<file path="src/rtl/arbiter_client.sv">
// rtl/arbiter_client.sv - requester-side burst client for the round-robin arbiter
module arbiter_client #(
  parameter int DATA_WIDTH = 32,
  parameter int LEN_WIDTH  = 8
) (
  input  logic                  clk,
  input  logic                  rst,
  input  logic [LEN_WIDTH-1:0]  cmd_len,
  input  logic                  cmd_valid,
  output logic                  cmd_ready,
  input  logic [DATA_WIDTH-1:0] in_data,
  input  logic                  in_valid,
  output logic                  in_ready,
  output logic [DATA_WIDTH-1:0] out_data,
  output logic                  out_valid,
  input  logic                  out_ready,
  output logic                  request,
  input  logic                  grant,
  output logic                  busy,
  output logic                  error
);

  typedef enum logic [1:0] {IDLE, REQ, XFER, RELEASE} state_t;

  localparam logic [LEN_WIDTH-1:0] LEN_ONE = LEN_WIDTH'(1);

  state_t               state, state_next;
  logic [LEN_WIDTH-1:0] remaining, remaining_next;
  logic                 request_next;
  logic                 error_next;
  logic                 beat;

  always_ff @(posedge clk) begin
    if (rst) begin
      state     <= IDLE;
      remaining <= '0;
      request   <= 1'b0;
      error     <= 1'b0;
    end else begin
      state     <= state_next;
      remaining <= remaining_next;
      request   <= request_next;
      error     <= error_next;
    end
  end

  always_comb begin
    state_next     = state;
    remaining_next = remaining;
    request_next   = request;
    error_next     = 1'b0;
    cmd_ready      = 1'b0;
    in_ready       = 1'b0;
    out_valid      = 1'b0;
    beat           = 1'b0;
    case (state)
      IDLE: begin
        cmd_ready = !rst;
        if (cmd_valid) begin
          remaining_next = cmd_len;
          request_next   = 1'b1;
          state_next     = REQ;
        end
      end
      REQ: begin
        if (grant) state_next = XFER;
      end
      XFER: begin
        out_valid  = in_valid & grant;
        in_ready   = out_ready & grant;
        beat       = out_valid & out_ready;
        error_next = !grant;
        // The last beat leaves XFER, so remaining is never decremented past zero.
        if (beat) begin
          if (remaining == '0) begin
            request_next = 1'b0;
            state_next   = RELEASE;
          end else begin
            remaining_next = remaining - LEN_ONE;
          end
        end
      end
      RELEASE: begin
        if (!grant) state_next = IDLE;
      end
      default: state_next = IDLE;
    endcase
  end

  assign out_data = in_data;
  assign busy     = (state != IDLE);

endmodule

</file>
<file path="config.mk">
export PLATFORM = sky130hd
export DESIGN_NAME = arbiter_client
export DESIGN_NICKNAME = d
export VERILOG_FILES = /design/src/rtl/arbiter_client.sv
export SDC_FILE = /design/constraint.sdc
export NUM_CORES = 1
export LEC_CHECK = 0
export ABC_AREA = 1
export BUFFER_PORTS_ARGS = -buffer_cell sky130_fd_sc_hd__buf_2
export CELL_PAD_IN_SITES_DETAIL_PLACEMENT = 0
export CELL_PAD_IN_SITES_GLOBAL_PLACEMENT = 1
export CORE_ASPECT_RATIO = 1.25
export CORE_UTILIZATION = 28
export DETAILED_ROUTE_END_ITERATION = 8
export HOLD_SLACK_MARGIN = 0.06
export PLACE_DENSITY_LB_ADDON = 0.1
export SLEW_MARGIN = 20
export SYNTH_ARGS = -nofsm -noshare
export SYNTH_HDL_FRONTEND = slang
export SYNTH_SLANG_ARGS = --single-unit
export TNS_END_PERCENT = 1
</file>
<file path="constraint.sdc">
create_clock -name clk -period 3.3 [get_ports clk]
set_input_delay 0.33 -clock clk [delete_from_list [all_inputs] [get_ports clk]]
set_output_delay 0.33 -clock clk [all_outputs]
set_load 0.005 [all_outputs]
</file>
==> out/summary.txt <==
YS warnings = 0
Top post-synthesis cells by area = dfxtp_1, buf_4, nand2_1, ha_1, inv_1
Dpl hpwl = 1940 microns
Final hold violation count = 0
Final core utilization = 0.285
Post-synth top cells = nand2_1, buf_4, inv_1, nor2_1, dfxtp_1
Worst-margin pin slew = 0.446 ns
Std cell rows = 25
First-pass GRT wire length = 4130 microns
EDFF count, synth = 0
Clk pin slew, worst setup/hold paths = 0.06 ns
Count of different cell masters after synthesis = 22
Post-synthesis cell count = 177
Chip Width = 59.3 microns
Resize count post-CTS = 0
Share of the yosys chip area belonging to registers = 0.209
Die height = 73.6 microns
Crit-path leading delay family = buffers and inverters
Clk_lat worst skew = 0.25 ns
Area grow syn2layout = -4.36%
Top-count cell post-synth = nand2_1
Iteration-0 DRC Markers = 21
P per Cell Area = 1000 nW/um^2
Postcts setup bufs = 0
Yosys top cell by area = dfxtp_1
Fin. max-slew vios = 0
Worst path arrival time = 1.86 ns
Async SR Flop Fraction = 0
Clock sinks = 12
Share of Yosys cell area claimed by the top area cell type = 0.209
Port Buffer Count = 19
Status = complete, no violations
Antenna-violating nets left = 0
Clock Tree Buf Depth = 2
Max-slew headroom = 0.703
Share of cells above drive strength 1 = 0.220
Core area = 3850 sq um
Worst hold path class = in2reg
Hold_buf cts = 0
Crit-path max FO = 14
CTS tree = done
Prevailing post-synth register cell = dfxtp_1
GRT Util Overall = 0.126
Overall power = 1.10 mW
Worst endpoint required time = 2.97 ns
Critical path type = reg2out
Number of inserted diodes = 0
Via count = 971
H-tree depth = 1
Placer Congestion = 0.739
Mapped Nets = 230
Initial Util = 0.298
Initial antenna violation count = 0
Buffers & Inverters on Critical Path = 3
Cells along the critical path = inv_1, ha_1, inv_1, nor3_1, buf_2
Vias in the first global route = 940
Max_cap viols = 0
WL per Instance = 11.6 microns
Avg Cell Area, Syn = 6.48 sq um
Fmax = 457 MHz
Total negative slack = 0 ns
I/O Pins = 84
Final instance area = 1100 sq um
CP Launch Type = register
CP peak stage delay = 0.44 ns
Tmin final = 2.19 ns
Critical path's slowest cell = ha_1
Peak VDD IR = 0.000296 V
Clk root buf = clkbuf_8
Final period util = 0.663
Vias per cell = 4.45
Nets@finish = 219
Leakage power = 0.566 nW
Number of CTS-inserted buffers = 3
Synthesized area = 1150 sq um
Remaining global-route overflow = 0
Setup-failing EPs final = 0
# DRC = 0
Largest net degree at the start of global routing = 15
Clk_skew = 0.00358 ns
Placed Area = 1060 sq um
Die Area = 4360 sq um
Register bit count reported by yosys = 12
Drt first pass iters = 4
Total wire length = 2520 microns
CP most frequent cell = inv_1
Setup crit end kind = output port
RSZ-0062 raised after global routing = no
## area by class of cell
cell class                      instances  area, sq um
Timing Repair Buffer                   19         95.1
Tap cell                               54         67.6
Inverter                               19         71.3
Fill cell                             434         2750
Clock buffer                            3         41.3
Multi-Input combinational cell        111          582
Sequential cell                        12          240
## routing by layer
layer,part of all wire,vias up,GRT usage
li1,-,492,-
met1,0.41,427,0.140
met2,0.47,31,0.207
met3,0.070,21,0.0387
met4,0.046,0,0.0794
met5,0,-,0
## registers in the layout, indices dropped and copies added (netlist names)
name / count
request: 1
state: 2
remaining: 8
error: 1
## worst paths after layout
kind / depth (start not counted) / endpoint / start / slack (ns)
max: 5 / in_ready / state[0]$_SDFFE_PP0P_ / 1.11
min: 2 / error$_SDFF_PP0_ / grant / 0.31
max reg2reg: 9 / remaining[5]$_SDFFE_PP0P_ / state[0]$_SDFFE_PP0P_ / 1.30
min reg2reg: 2 / request$_SDFFE_PP0P_ / request$_SDFFE_PP0P_ / 0.47
## logic make-up (layout without fill, tap and decap cells)
kind of cell | count (synthesis) | in the layout | share of synthesized area
adders and majority gates | 7 | 7 | 0.0763
and+or+nand+nor | 87 | 87 | 0.350
buffers and inverters | 54 | 41 | 0.284
DFF | 12 | 12 | 0.209
AOI/OAI and AO/OA | 17 | 17 | 0.0807
## where the power goes
part           total (mW)  leakage [nW]  internal [mW]  switching, mW
logic               0.692         0.445          0.250          0.442
clock network       0.140        0.0216         0.0808         0.0590
registers           0.268        0.0988          0.204         0.0639
## layout by cell type (no fill, tap or decap)
cell type,instances
buf_2,19
nand2_1,49
nor2_1,15
a21oi_1,9
or2_2,1
clkbuf_8,3
o21ai_0,4
nor2_2,2
nand3b_1,1
o21ai_2,2
nand3_2,1
nor2_8,2
nand4_1,2
inv_1,15
o21ai_1,2
ha_1,7
nand3_1,9
inv_2,4
dfxtp_1,12
nor3_1,3
nand2_2,2
## metrics by stage
stage               std cells  setup WS, ns  hold slack [ns]
finish                    218          1.11            0.306
global route              218         0.908            0.318
CTS                       218          1.04            0.310
detailed placement        215          1.27            0.467
global placement          215          1.33            0.456
floorplan                 177          1.88            0.407
## worst register-to-register path, delay by kind of cell, from the launching register on
family        cells  cell delay (ns)
simple gates      6             0.66
buf+inv           2             0.46
fa+ha+maj         1             0.44
flops             1             0.32
(Power assumes the default switching activity.)
